<file path="src/rtl/fifo_pixel_reader.sv">
// fifo_pixel_reader: read-side consumer of the worker->VGA result FIFO.
// Each FIFO word is one pixel's iteration count. The word is mapped to a colour
// and offered to the VGA driver over a valid/ready handshake. The block also
// tracks the raster position and raises a sticky flag on underruns.
// Optional feature macro: PIXEL_COORD_EN. When it is defined, the pixel_x,
// pixel_y and frame_end counters are built. When it is not defined, those
// outputs are tied to zero.
module fifo_pixel_reader #(
  parameter int BIT_WIDTH    = 32,
  parameter int COLOUR_WIDTH = 16,
  parameter int MAX_ITER     = 255,
  parameter int H_RES        = 640,
  parameter int V_RES        = 480
) (
  input  logic                       clk,
  input  logic                       rst,
  input  logic                       fifo_empty,
  input  logic [BIT_WIDTH-1:0]       fifo_data,
  output logic                       fifo_rd,
  input  logic                       pixel_ready,
  output logic                       pixel_valid,
  output logic [COLOUR_WIDTH-1:0]    pixel_colour,
  output logic [$clog2(H_RES)-1:0]   pixel_x,
  output logic [$clog2(V_RES)-1:0]   pixel_y,
  output logic                       frame_end,
  output logic                       underrun
);

  localparam logic [BIT_WIDTH-1:0] MAX_ITER_W = BIT_WIDTH'(MAX_ITER);

  typedef enum logic [1:0] {
    IDLE  = 2'd0,
    WAIT  = 2'd1,
    VALID = 2'd2
  } state_t;

  state_t state;
  state_t state_next;
  logic   accept;
  logic   armed;

  // Counts at or above MAX_ITER are inside the set and are shown as black.
  // Other counts pass through, truncated or zero-extended to the colour width.
  function automatic logic [COLOUR_WIDTH-1:0] map_colour(input logic [BIT_WIDTH-1:0] word);
    if (word >= MAX_ITER_W) begin
      return '0;
    end
    return COLOUR_WIDTH'(word);
  endfunction

  assign accept = pixel_valid & pixel_ready;

  // State register
  always_ff @(posedge clk) begin
    if (rst) begin
      state <= IDLE;
    end else begin
      state <= state_next;
    end
  end

  // Next-state and read strobe. No read can issue while in reset, so a
  // FIFO word is never popped and then lost to the reset.
  always_comb begin
    state_next = state;
    fifo_rd    = 1'b0;
    if (!rst) begin
      case (state)
        IDLE: begin
          fifo_rd = !fifo_empty;
          if (!fifo_empty) begin
            state_next = WAIT;
          end
        end
        WAIT: begin
          state_next = VALID;
        end
        VALID: begin
          if (pixel_ready) begin
            fifo_rd    = !fifo_empty;
            state_next = fifo_empty ? IDLE : WAIT;
          end
        end
        default: begin
          state_next = IDLE;
        end
      endcase
    end
  end

  // Capture the FIFO word in the cycle after the read, and hold it until it is accepted
  always_ff @(posedge clk) begin
    if (rst) begin
      pixel_valid  <= 1'b0;
      pixel_colour <= '0;
    end else if (state == WAIT) begin
      pixel_valid  <= 1'b1;
      pixel_colour <= map_colour(fifo_data);
    end else if (accept) begin
      pixel_valid  <= 1'b0;
    end
  end

  // Underrun arms on the first accepted pixel. After that, it latches any ready seen with no valid pixel.
  always_ff @(posedge clk) begin
    if (rst) begin
      armed    <= 1'b0;
      underrun <= 1'b0;
    end else begin
      if (accept) begin
        armed <= 1'b1;
      end
      if (armed && pixel_ready && !pixel_valid) begin
        underrun <= 1'b1;
      end
    end
  end

`ifdef PIXEL_COORD_EN
  localparam int XW = $clog2(H_RES);
  localparam int YW = $clog2(V_RES);
  localparam logic [XW-1:0] X_LAST = XW'(H_RES - 1);
  localparam logic [YW-1:0] Y_LAST = YW'(V_RES - 1);

  // Raster position of the presented pixel. It advances on accept and raises frame_end after the last pixel.
  always_ff @(posedge clk) begin
    if (rst) begin
      pixel_x   <= '0;
      pixel_y   <= '0;
      frame_end <= 1'b0;
    end else begin
      frame_end <= 1'b0;
      if (accept) begin
        if (pixel_x == X_LAST) begin
          pixel_x <= '0;
          if (pixel_y == Y_LAST) begin
            pixel_y   <= '0;
            frame_end <= 1'b1;
          end else begin
            pixel_y <= pixel_y + 1'b1;
          end
        end else begin
          pixel_x <= pixel_x + 1'b1;
        end
      end
    end
  end
`else
  assign pixel_x   = '0;
  assign pixel_y   = '0;
  assign frame_end = 1'b0;
`endif

endmodule
</file>
<file path="config.mk">
export PLATFORM = sky130hd
export DESIGN_NAME = fifo_pixel_reader
export DESIGN_NICKNAME = d
export VERILOG_FILES = /design/src/rtl/fifo_pixel_reader.sv
export SDC_FILE = /design/constraint.sdc
export NUM_CORES = 1
export LEC_CHECK = 0
export ABC_AREA = 1
export BUFFER_PORTS_ARGS = -buffer_cell sky130_fd_sc_hd__buf_2
export CAP_MARGIN = 20
export CORE_UTILIZATION = 35
export DETAILED_ROUTE_END_ITERATION = 8
export HOLD_SLACK_MARGIN = 0.05
export PLACE_DENSITY = 0.77
export SLEW_MARGIN = 25
export SYNTH_ARGS = -nofsm -noshare
export SYNTH_HDL_FRONTEND = slang
export SYNTH_SLANG_ARGS = --single-unit
</file>
<file path="constraint.sdc">
create_clock -name clk -period 1 [get_ports clk]
set_clock_uncertainty 0.05 [all_clocks]
set_input_delay 0.05 -clock clk [delete_from_list [all_inputs] [get_ports clk]]
set_output_delay 0.05 -clock clk [all_outputs]
set_load 0.1 [all_outputs]
</file>
# [Word level (Yosys, flattened, before mapping)]
# Index checks and enable logic that the tools add are counted.
# W data, S select, Z words.
[word_totals] elab_cells=32 register_bits=21 in_bits=36
[op_classes] eq_ne=4 n_mux=14 reduce_logical=7 n_lt_le_gt_ge=1 n_bitwise=1
[ops] cell="$ge A32 B8 Y1 const B" count=1
[ops] cell="$mux W16" count=2
[ops] cell="$mux W1" count=8
[ops] cell="$pmux W2 S3" count=1
[ops] cell="$mux W2" count=2
[ops] cell="$ne A2 B2 Y1 const B" count=2
[ops] cell="$eq A2 B1 Y1 const B" count=1
[ops] cell="$eq A2 B2 Y1 const B" count=1
[ops] cell="$logic_and A1 B1 Y1" count=2
[ops] cell="$logic_not A1 Y1" count=2
[ops] cell="$logic_not A2 Y1" count=1
[ops] cell="$pmux W1 S2" count=1
[ops] cell="$reduce_and A2 Y1" count=1
[ops] cell="$reduce_bool A2 Y1" count=1
[ops] cell="$and A1 B1 Y1" count=1

# [Logic depth before layout (Yosys ltp)]
# Gate-level depths: netlist of run 1.
[depth] depth_word=5 ltp_mapped=7 ltp_nobuf=7

# [Worst setup path after synthesis of run 1]
# Ideal clock, no wire load.
[synth_path] kind="reg2out" from="register state[0]" to="output fifo_rd" setup_slack_ns=-2.344 required_ns=0.900 stages_incl_launch_ff=2 path_buffers=0 t_arrival_ns=3.244 path_cell_list="dfxtp_1 nor4_1"
[synth_between] elab_chain_len=3 word_cells_on_any_way=4 classes_between="eq/ne: 1; mux: 2; reduce/logical: 1"
[synth_rtl] element="from (decl)" line_no="37" rtl="state_t state;"
[synth_rtl] element="from (signal assigned)" line_no="58" rtl="state <= state_next;"
[synth_rtl] element="$eq A2 B2 Y1 / $logic_not A2 Y1 (equally long branches)" line_no="68" rtl="case (state)"
[synth_rtl] element="$pmux W1 S2 (*)" line_no="68"
[synth_rtl] element="$mux W1 (*)" line_no="67" rtl="if (!rst) begin"
[synth_rtl] element="to (decl)" line_no="19" rtl="output logic fifo_rd,"
# Mark *: on every way between the ends. The rest lies on a longest branch, timed or not.

# [Worst setup path in the final report of run 1]
# Ends and elaborated chain as after synthesis.

==> results of run 1 <==
sequential cells by signal, summed over array words and instances (netlist names):
| name | cells |
|---|---|
| pixel_colour | 16 |
| state | 2 |
| armed | 1 |
| pixel_valid | 1 |
| underrun | 1 |
synth_stat cells:
library cell	count	area, um2
a21oi_2	3	26.3
nor2_2	1	6.26
nand2_2	1	6.26
nor4_1	2	12.5
o21ai_0	8	40.0
clkbuf_1	1	3.75
o31ai_1	1	7.51
nand3_1	1	5.00
inv_1	5	18.8
nand2_1	30	113
a31oi_1	1	6.26
nor2_4	2	22.5
a21oi_1	6	30.0
conb_1	1	3.75
buf_4	21	158
dfxtp_1	21	420
nor2_1	27	101
power breakdown:
part / total (mW) / internal (mW) / switching (mW)
sequential: 0.902 / 0.859 / 0.0428
clock: 0.398 / 0.149 / 0.249
combinational: 0.924 / 0.260 / 0.663
total: 2.22 / 1.27 / 0.955
worst min-delay path by stage:
| stage | start | to | slack (ns) |
|---|---|---|---|
| floorplan | fifo_empty | state[0] | 0.07 |
| global placement | fifo_empty | state[0] | 0.22 |
| detailed placement | fifo_empty | state[0] | 0.23 |
| CTS | pixel_ready | pixel_valid | -0.1 |
| global route | pixel_ready | pixel_valid | -0.09 |
| finish | pixel_ready | pixel_valid | -0.09 |
cell type report:
class	instances	area, um2	share of cell area (%)
clock buffer	3	22.5	1.23
tap	30	37.5	2.05
clock inverter	1	5.00	0.273
multi-input combinational	103	533	29.1
inverter	5	28.8	1.57
sequential	21	473	25.8
timing repair buffer	70	734	40.0
critical path, stage by stage (launching register included):
cell	delay, ns
dfxtp_4	0.38
nor4_4	0.27
buf_12	0.21
per-layer routing:
layer	GRT usage, %	vias to the layer above	share of wire [%]
met1	21.5	473	42
li1	-	521	-
met2	31.1	32	54
met3	1.64	2	3.2
met5	0	-	0
met4	4.17	0	0.76
cell families after synthesis:
| logic type | count (synthesis) |
|---|---|
| buffers and inverters | 27 |
| AND/OR/NAND/NOR | 64 |
| AO/OA/AOI/OAI | 19 |
| flip-flops | 21 |
| other | 1 |
repair_timing:
item / CTS / global route
buffers inserted: 0 / 3
setup endpoints to repair: 13 / 13
cloned: 0 / 1
pin swaps: 0 / 1
hold endpoints to repair: 13 / 4
resized for setup: 8 / 22
per-stage QoR:
stage | TNS [ns] | util [%]
after floorplan | -0.478 | -
after global placement | -0.00128 | 61.4
after detailed placement | -0.376 | 61.4
after CTS | -0.743 | 66.4
after global routing | -2.73 | 71.4
final | -1.70 | 71.4
==> summary.txt, run 1 <==
Final layout
  – Ratio of cells with drive above 1 in the final layout: 52.7%
  – Fin cells: between 200 and 250
  – Final #Nets: 240
  – Most frequent cells in the layout: buf_2, nand2_1, nor2_1
  – Most common cell after layout, fill and taps aside: buf_2
  – # diodes: 0
  – Area Growth Syn to Fin: 87.0%
  – Design area: 0.00183 mm2
  – Number of fill cells: 192

Timing
  – Final period utilization: 125%
  – RSZ-0062 raised after global routing: yes
  – Max Clk Rate: 798 MHz
  – Worst slew pin tran: 0.566 ns
  – Final Max Slew Viols: 0
  – Final min period: 1.25 ns
  – Final Hold Viols: 3
  – Max-Slew Margin vs Limit: between 60% and 70%
  – Setup ws final: -0.254 ns
  – Final setup fails: 19
  – Hold slack: -0.0891 ns

Worst hold path
  – Hold Path Depth: 2
  – Type of the worst min-delay path: primary input to register

GRT
  – Vias in the first global route: 926
  – Total GRT Usage: 17.1%
  – Initial antenna violation count: 0
  – Largest net degree at the start of global routing: 17
  – GR Overflow Total: 0
  – Wire length of the first global-routing pass: between 3000 and 4000 um

Clock network
  – CTS Buf Count: 3
  – CTS root buf: clkbuf_4
  – Clock buffer depth: 2
  – H-tree depth: 1
  – TritonCTS clock tree: yes
  – Clock Latency Late Sink: 0.29 ns
  – Clk sinks: 21
  – Hold-fix buffers, CTS: 10
  – Clock transition at the registers of the reported paths: 0.12 ns

Synth
  – Adder-Cell Fraction of Synth Area: 0%
  – Synth Cell Area: 981 um2
  – Number of synthesized register bits: 21
  – Post-Synth Simple-Gate Area: 27.2%
  – Cells after Synth: 132
  – Post-synthesis sequential area ratio: 42.9%
  – Xor/xnor share of the synthesized area: 0%
  – Synthesized area per cell: 7.43 um2
  – Netlist cell types: 17
  – Yosys warning count: 0
  – Main combinational cell family by area after synthesis: simple AND/OR/NAND/NOR gates
  – Synth Area in Compound Gates: 11.2%
  – Mux cell area share after synthesis: 0%

Setup path
  – Crit end category: output pin
  – Crit Path Max Fanout: 3
  – Crit path to: fifo_rd
  – Reg2reg start: state[0]
  – Critical path startpoint category: register
  – CP required: 0.90 ns
  – Reg2reg setup slack: -0.16 ns
  – R2R cell count: 5
  – WS Path Type: register to output pin
  – Origin of the worst setup path: state[0]
  – Critical path data arrival time: 1.15 ns
  – Reg2reg end: pixel_colour[5]

Floorplan
  – Horiz. Die Dim: 54.9 um
  – Core area: roughly 0.0026 mm2
  – Die ar.: roughly 0.003 mm2
  – Initial Util: 38.2%
  – Standard-cell rows: 18
  – Chip height: 54.9 um
  – Io pins: 75

Placed design
  – Routability cong.: slightly above 0.7
  – Buffers added on ports: 54
  – DP HPWL: ~1700 um
  – DP Cell Count: 215
  – Place WS: -0.0774 ns
  – Placed inst area: 0.00158 mm2

Power
  – Static Leak: ~0.8 nW
  – Peak VDD IR: 0.978 mV
  – Pwr dens: 1210 mW/mm2
  – Power Total: 2.22 mW

Job
  – Max-cap viol count: 0

Detailed routing
  – Initial DRC count: 12
  – TritonRoute pass-1 iters: 4
  – Vias post-DR: 1028
  – Vias per cell: 4.41
  – Remaining antenna violation count after routing: 0
  – DR DRC count: 0
  – Final wirelength: 2490 um
  – Drt wl/cell: 10.7 um

Outcome
  – Violated checks: hold timing, setup timing
  – Status: complete, but fails checks
No activity file was read; power rests on OpenSTA's default activity.
==> run 2: changes to the inputs <==
==> constraint.sdc (replaced) <==
create_clock -name clk -period 1.1 [get_ports clk]
set_clock_uncertainty 0.05 [all_clocks]
set_input_delay 0.055 -clock clk [delete_from_list [all_inputs] [get_ports clk]]
set_output_delay 0.055 -clock clk [all_outputs]
set_load 0.1 [all_outputs]
==> summary.txt, run 2 (synthesized netlist as in run 1, its figures left out) <==
Timing
  – Max Clk Rate: 794 MHz
  – Setup ws final: -0.160 ns
  – Final period utilization: 115%
  – RSZ-0062 raised after global routing: yes
  – Final setup fails: 1
  – Final Max Slew Viols: 0
  – Setup Total Neg Slack: -0.160 ns
  – Hold slack: -0.0820 ns
  – Final Hold Viols: 2
  – Final min period: 1.26 ns

GRT
  – Largest net degree at the start of global routing: 17
  – Total GRT Usage: approximately 17%
  – Initial antenna violation count: 0
  – GR Overflow Total: 0
  – Vias in the first global route: 939
  – Wire length of the first global-routing pass: 3750 um

Final layout
  – # diodes: 0
  – Reg with most FFs: pixel_colour
  – Most frequent cells in the layout: buf_2, nand2_1, nor2_1
  – Max reg flops: 16
  – Final #Nets: approximately 240
  – Most common cell after layout, fill and taps aside: buf_2
  – Top Registers: pixel_colour x16, state x2
  – Number of fill cells: 210
  – Area Growth Syn to Fin: 75.9%
  – Utilization after layout: 67.2%
  – Ratio of cells with drive above 1 in the final layout: a little under half

Detailed routing
  – Initial DRC count: 15
  – Vias per cell: 4.23
  – Vias post-DR: 977
  – DR DRC count: 0
  – Remaining antenna violation count after routing: 0
  – Drt wl/cell: slightly above 10 um
  – TritonRoute pass-1 iters: 4
  – Final wirelength: 2330 um

Clock network
  – Clock buffer depth: 2
  – Clock transition at the registers of the reported paths: 0.12 ns
  – Clock Latency Late Sink: approximately 0.30 ns
  – H-tree depth: 1
  – TritonCTS clock tree: yes
  – Clk sinks: 21
  – Hold-fix buffers, CTS: 10
  – CTS Buf Count: 3
  – CTS root buf: clkbuf_4

Setup path
  – Critical path data arrival time: 1.15 ns
  – Origin of the worst setup path: state[0]
  – Reg2reg setup slack: 0.04 ns
  – Crit-path max cell delay: 0.38 ns
  – R2R cell count: 5
  – CP required: 1.00 ns
  – Reg2reg start: state[0]
  – Worst path top cell family by delay: flip-flops
  – Crit end category: output pin
  – Crit Path Max Fanout: 3
  – WS Path Type: register to output pin
  – Worst path bufs/invs: 1
  – Reg2reg end: pixel_colour[6]
  – Slowest cell on crit path: dfxtp_4
  – Critical path startpoint category: register
  – Critical path, cell by cell: nor4_4 > buf_12

Power
  – Sw Ratio: 42.7%
  – P_int: ~1.1 mW
  – Static Leak: 0.753 nW
  – Switching power: 0.854 mW
  – Pwr dens: between 1000 and 1500 mW/mm2
  – Logic pwr share: approximately 40%
  – Peak VDD IR: 0.932 mV
  – Clock Power Share: a little under a fifth
  – Sequential power share: between 40% and 50%

Floorplan
  – Horiz. Die Dim: between 50 and 60 um
  – Core area: 0.00257 mm2
  – Io pins: 75
  – Die ar.: 0.00302 mm2
  – Initial Util: 38.2%
  – Chip height: 54.9 um
  – Standard-cell rows: 18

Worst hold path
  – Hold Startpoint: pixel_ready
  – WHS Endpoint: pixel_valid
  – Type of the worst min-delay path: primary input to register
  – Hold Path Depth: 2

Job
  – Max-cap viol count: 0

Placed design
  – DP HPWL: approximately 1700 um
  – Routability cong.: 0.719
  – Place WS: -0.0142 ns
  – Buffers added on ports: 54

Outcome
  – Violated checks: hold timing, setup timing
  – Status: complete, but fails checks
run 2: changes by cell type in the layout (fill, tap and decap cells not counted), moves of 3 or more:
| cell | change |
|---|---|
| dfxtp_2 | +9 |
| dfxtp_4 | -9 |
| nand2_1 | +3 |
| o21ai_1 | +5 |
| o21ai_2 | -3 |
| o21ai_4 | -3 |
run 2: stage by stage:
| stage | area (um2) | instances | power [mW] |
|---|---|---|---|
| finish | 1730 | 231 | 2.00 |
| global route | 1730 | 231 | 2.11 |
| global placement | 1560 | 215 | 1.59 |
| floorplan | 1100 | 151 | 1.44 |
| CTS | 1680 | 229 | 1.99 |
| detailed placement | 1560 | 215 | 1.59 |
run 2: power by group through the flow:
stage / registers (mW) / logic [mW] / clock network [mW]
after floorplan: 0.992 / 0.445 / 0
after global placement: 0.840 / 0.746 / 0
after detailed placement: 0.840 / 0.751 / 0
after CTS: 0.824 / 0.779 / 0.385
after global routing: 0.829 / 0.838 / 0.442
final: 0.825 / 0.802 / 0.373
run 2: how the worst max path moves through the flow:
stage | depth (start not counted) | end | slack [ns]
3_3_place_gp | 5 | pixel_colour[5] | 0.04
3_5_place_dp | 5 | pixel_colour[5] | -0.01
2_1_floorplan | 3 | fifo_rd | -0.38
5_1_grt | 4 | fifo_rd | -0.22
4_1_cts | 4 | fifo_rd | -0.16
6_report | 2 | fifo_rd | -0.16
run 2: timing repair:
action,4_1_cts,5_1_grt
setup endpoints to repair,9,9
gates cloned,0,1
hold endpoints to repair,13,4
buffers inserted,0,1
gates resized for setup,1,11
run 2: cell type report:
class / count / area [um2] / share of cell area [%]
flip-flops and latches: 21 / 450 / 26.1
inverters: 5 / 21.3 / 1.23
clock buffers: 3 / 22.5 / 1.31
repair buffers: 68 / 716 / 41.5
clock inverters: 1 / 5.00 / 0.290
multi-input cells: 103 / 473 / 27.4
well taps: 30 / 37.5 / 2.18
run 2: routing by layer:
layer	share of wire [%]	global-route usage, %	up-vias
met3	3.2	2.46	0
li1	-	-	518
met5	0	0	-
met1	47	20.9	430
met4	0	5.83	0
met2	50	29.9	29
==> run 3: changes to the inputs <==
==> config.mk (replaced) <==
export PLATFORM = sky130hd
export DESIGN_NAME = fifo_pixel_reader
export DESIGN_NICKNAME = d
export VERILOG_FILES = /design/src/rtl/fifo_pixel_reader.sv
export SDC_FILE = /design/constraint.sdc
export NUM_CORES = 1
export LEC_CHECK = 0
export ABC_AREA = 0
export CAP_MARGIN = 20
export CELL_PAD_IN_SITES_DETAIL_PLACEMENT = 1
export CELL_PAD_IN_SITES_GLOBAL_PLACEMENT = 1
export CORE_UTILIZATION = 36
export DETAILED_ROUTE_END_ITERATION = 8
export DONT_BUFFER_PORTS = 1
export HOLD_SLACK_MARGIN = 0.05
export PLACE_DENSITY = 0.72
export SLEW_MARGIN = 25
export SYNTH_ARGS = -nofsm -noshare
export SYNTH_HDL_FRONTEND = slang
export SYNTH_SLANG_ARGS = --single-unit
==> summary.txt, run 3 <==
Outcome
  – Status: complete, but fails checks
  – Violated checks: hold timing, setup timing

Final layout
  – Most frequent cells in the layout: buf_4, conb_1, dfxtp_2
  – Number of fill cells: 265
  – Ratio of cells with drive above 1 in the final layout: 48.0%
  – Reg with most FFs: pixel_colour
  – Fin cells: 151
  – Top Registers: pixel_colour x16, state x2
  – Most common cell after layout, fill and taps aside: buf_4
  – Area Growth Syn to Fin: 45.0%
  – # diodes: 0
  – Final #Nets: 160
  – Max reg flops: 16

Floorplan
  – Standard-cell rows: 17
  – Horiz. Die Dim: between 50 and 60 um
  – Io pins: 75
  – Chip height: 51.9 um
  – Initial Util: between 30% and 40%
  – Die ar.: roughly 0.0027 mm2
  – Core area: around 0.0023 mm2

Timing
  – Final period utilization: 121%
  – Final min period: 1.33 ns
  – Setup ws final: -0.229 ns
  – Final Max Slew Viols: 0
  – Hold slack: -0.235 ns
  – Final Hold Viols: 5
  – RSZ-0062 raised after global routing: yes
  – Final setup fails: 17
  – Max Clk Rate: about 750 MHz

GRT
  – GR Overflow Total: 0
  – Wire length of the first global-routing pass: ~3400 um
  – Vias in the first global route: about 740
  – Total GRT Usage: 17.6%
  – Largest net degree at the start of global routing: 13
  – Initial antenna violation count: 0

Clock network
  – Clock buffer depth: 2
  – CTS root buf: clkbuf_4
  – Clk sinks: 21
  – Clock transition at the registers of the reported paths: ~0.1 ns
  – CTS Buf Count: 3
  – H-tree depth: 1
  – Clock Latency Late Sink: 0.29 ns
  – Hold-fix buffers, CTS: 9
  – TritonCTS clock tree: yes

Power
  – Pwr dens: 1230 mW/mm2
  – Power Total: 1.59 mW
  – P_int: 1.00 mW
  – Peak VDD IR: around 0.83 mV
  – Sequential power share: slightly below 50%
  – Sw Ratio: a little under two fifths
  – Logic pwr share: 29.7%
  – Clock Power Share: between 20% and 30%
  – Switching power: slightly below 0.6 mW
  – Static Leak: 0.560 nW

Synth
  – Most frequent cell after synthesis: dfxtp_1
  – Synthesized area per cell: 10.4 um2
  – EDFF count, synth: 0
  – Synth top area cells: dfxtp_1, buf_4, a22o_1
  – Netlist cell types: 19
  – Number of synthesized register bits: 21
  – Synth Cell Area: 896 um2
  – Yosys warning count: 0
  – Main synth FF type: dfxtp_1
  – Post-synthesis sequential area ratio: 46.9%
  – Synth top area share: 46.9%
  – Post-synthesis async set-or-reset flop share: 0%
  – Synth top cells by count: dfxtp_1, buf_4, a22o_1, and2_1
  – Cells after Synth: 86
  – Cell accounting for the most synthesized area: dfxtp_1

Job
  – Max-cap viol count: 0

Placed design
  – Buffers added on ports: 0
  – DP HPWL: 1670 um
  – DP Cell Count: approximately 130
  – Routability cong.: approximately 0.73

Setup path
  – Reg2reg setup slack: -0.20 ns
  – Crit end category: output pin
  – Reg2reg start: state[0]
  – Crit Path Max Fanout: 2
  – Critical path startpoint category: register
  – Critical path data arrival time: 1.22 ns
  – R2R cell count: 6
  – CP required: 1.00 ns
  – Reg2reg end: pixel_colour[0]
  – WS Path Type: register to output pin

Worst hold path
  – WHS Endpoint: pixel_valid
  – Hold Startpoint: rst
  – Type of the worst min-delay path: primary input to register
  – Hold Path Depth: 1

Detailed routing
  – Remaining antenna violation count after routing: 0
  – Vias post-DR: between 700 and 800
  – Vias per cell: approximately 4.8
  – Drt wl/cell: 15.3 um
  – Final wirelength: around 2300 um
  – DR DRC count: 0
  – TritonRoute pass-1 iters: 4
  – Initial DRC count: 6
[run 3: cell families (layout without fill, tap and decap cells)]
| group | Yosys count | in the layout | share of synthesized area [%] |
|---|---|---|---|
| AOI/OAI and AO/OA | 13 | 13 | 11.0 |
| DFF | 21 | 21 | 46.9 |
| and+or+nand+nor | 27 | 27 | 23.0 |
| buffers and inverters | 24 | 42 | 18.6 |
| other | 1 | 20 | 0.419 |
[run 3: how the worst max path moves through the flow]
stage	startpoint	cells after the start	end	slack [ns]
global route	state[0]	3	fifo_rd	-0.27
floorplan	state[0]	1	fifo_rd	-0.42
detailed placement	state[1]	3	pixel_colour[2]	-0.45
global placement	state[1]	3	pixel_colour[5]	-0.34
CTS	state[0]	3	fifo_rd	-0.30
finish	state[0]	3	fifo_rd	-0.23
[run 3: routing by layer]
metal	GRT usage, %	share of wire (%)	routed length (um)
met1	17.4	36	818
met2	34.8	54	1240
met3	2.63	9.5	219
met4	8.11	0.87	20
met5	0	0	0
[run 3: timing repair]
action | CTS | global route
setup endpoints to repair | 17 | 17
setup buffers | 5 | 0
resized for setup | 5 | 2
pin swaps | 3 | 4
endpoints found under the hold margin | 21 | 12
[run 3: per-stage QoR]
| stage | TNS [ns] | utilization, % | hold slack [ns] | worst slack (ns) | instance area, um2 |
|---|---|---|---|---|---|
| after floorplan | -2.05 | - | 0.0762 | -0.419 | 1050 |
| after global placement | -5.11 | 48.7 | 0.0689 | -0.335 | 1110 |
| after detailed placement | -6.73 | 48.7 | 0.0710 | -0.453 | 1110 |
| after CTS | -1.76 | 56.7 | -0.257 | -0.301 | 1290 |
| after global routing | -2.40 | 57.1 | -0.254 | -0.274 | 1300 |
| final | -1.81 | 57.1 | -0.235 | -0.229 | 1300 |
[run 3: area by class of cell]
type                            count  area [um2]  share of cell area, %
Clock buffer                        4        26.3                   2.02
Sequential cell                    21         442                   34.0
Multi-Input combinational cell     60         447                   34.4
Timing Repair Buffer               37         345                   26.6
Inverter                            1        3.75                  0.289
Tap cell                           28        35.0                   2.70
[run 3: critical path: stages (launching register included)]
cell and delay [ns]:
dfxtp_2 0.35, buf_6 0.12, nor4_4 0.25, buf_12 0.21
[run 3: power groups by stage]
stage | Clock, mW | Combinational, mW | Sequential [mW]
after detailed placement | 0 | 0.407 | 0.794
after global routing | 0.384 | 0.486 | 0.778
after CTS | 0.368 | 0.466 | 0.777
after floorplan | 0 | 0.422 | 0.816
after global placement | 0 | 0.404 | 0.793
final | 0.343 | 0.473 | 0.777
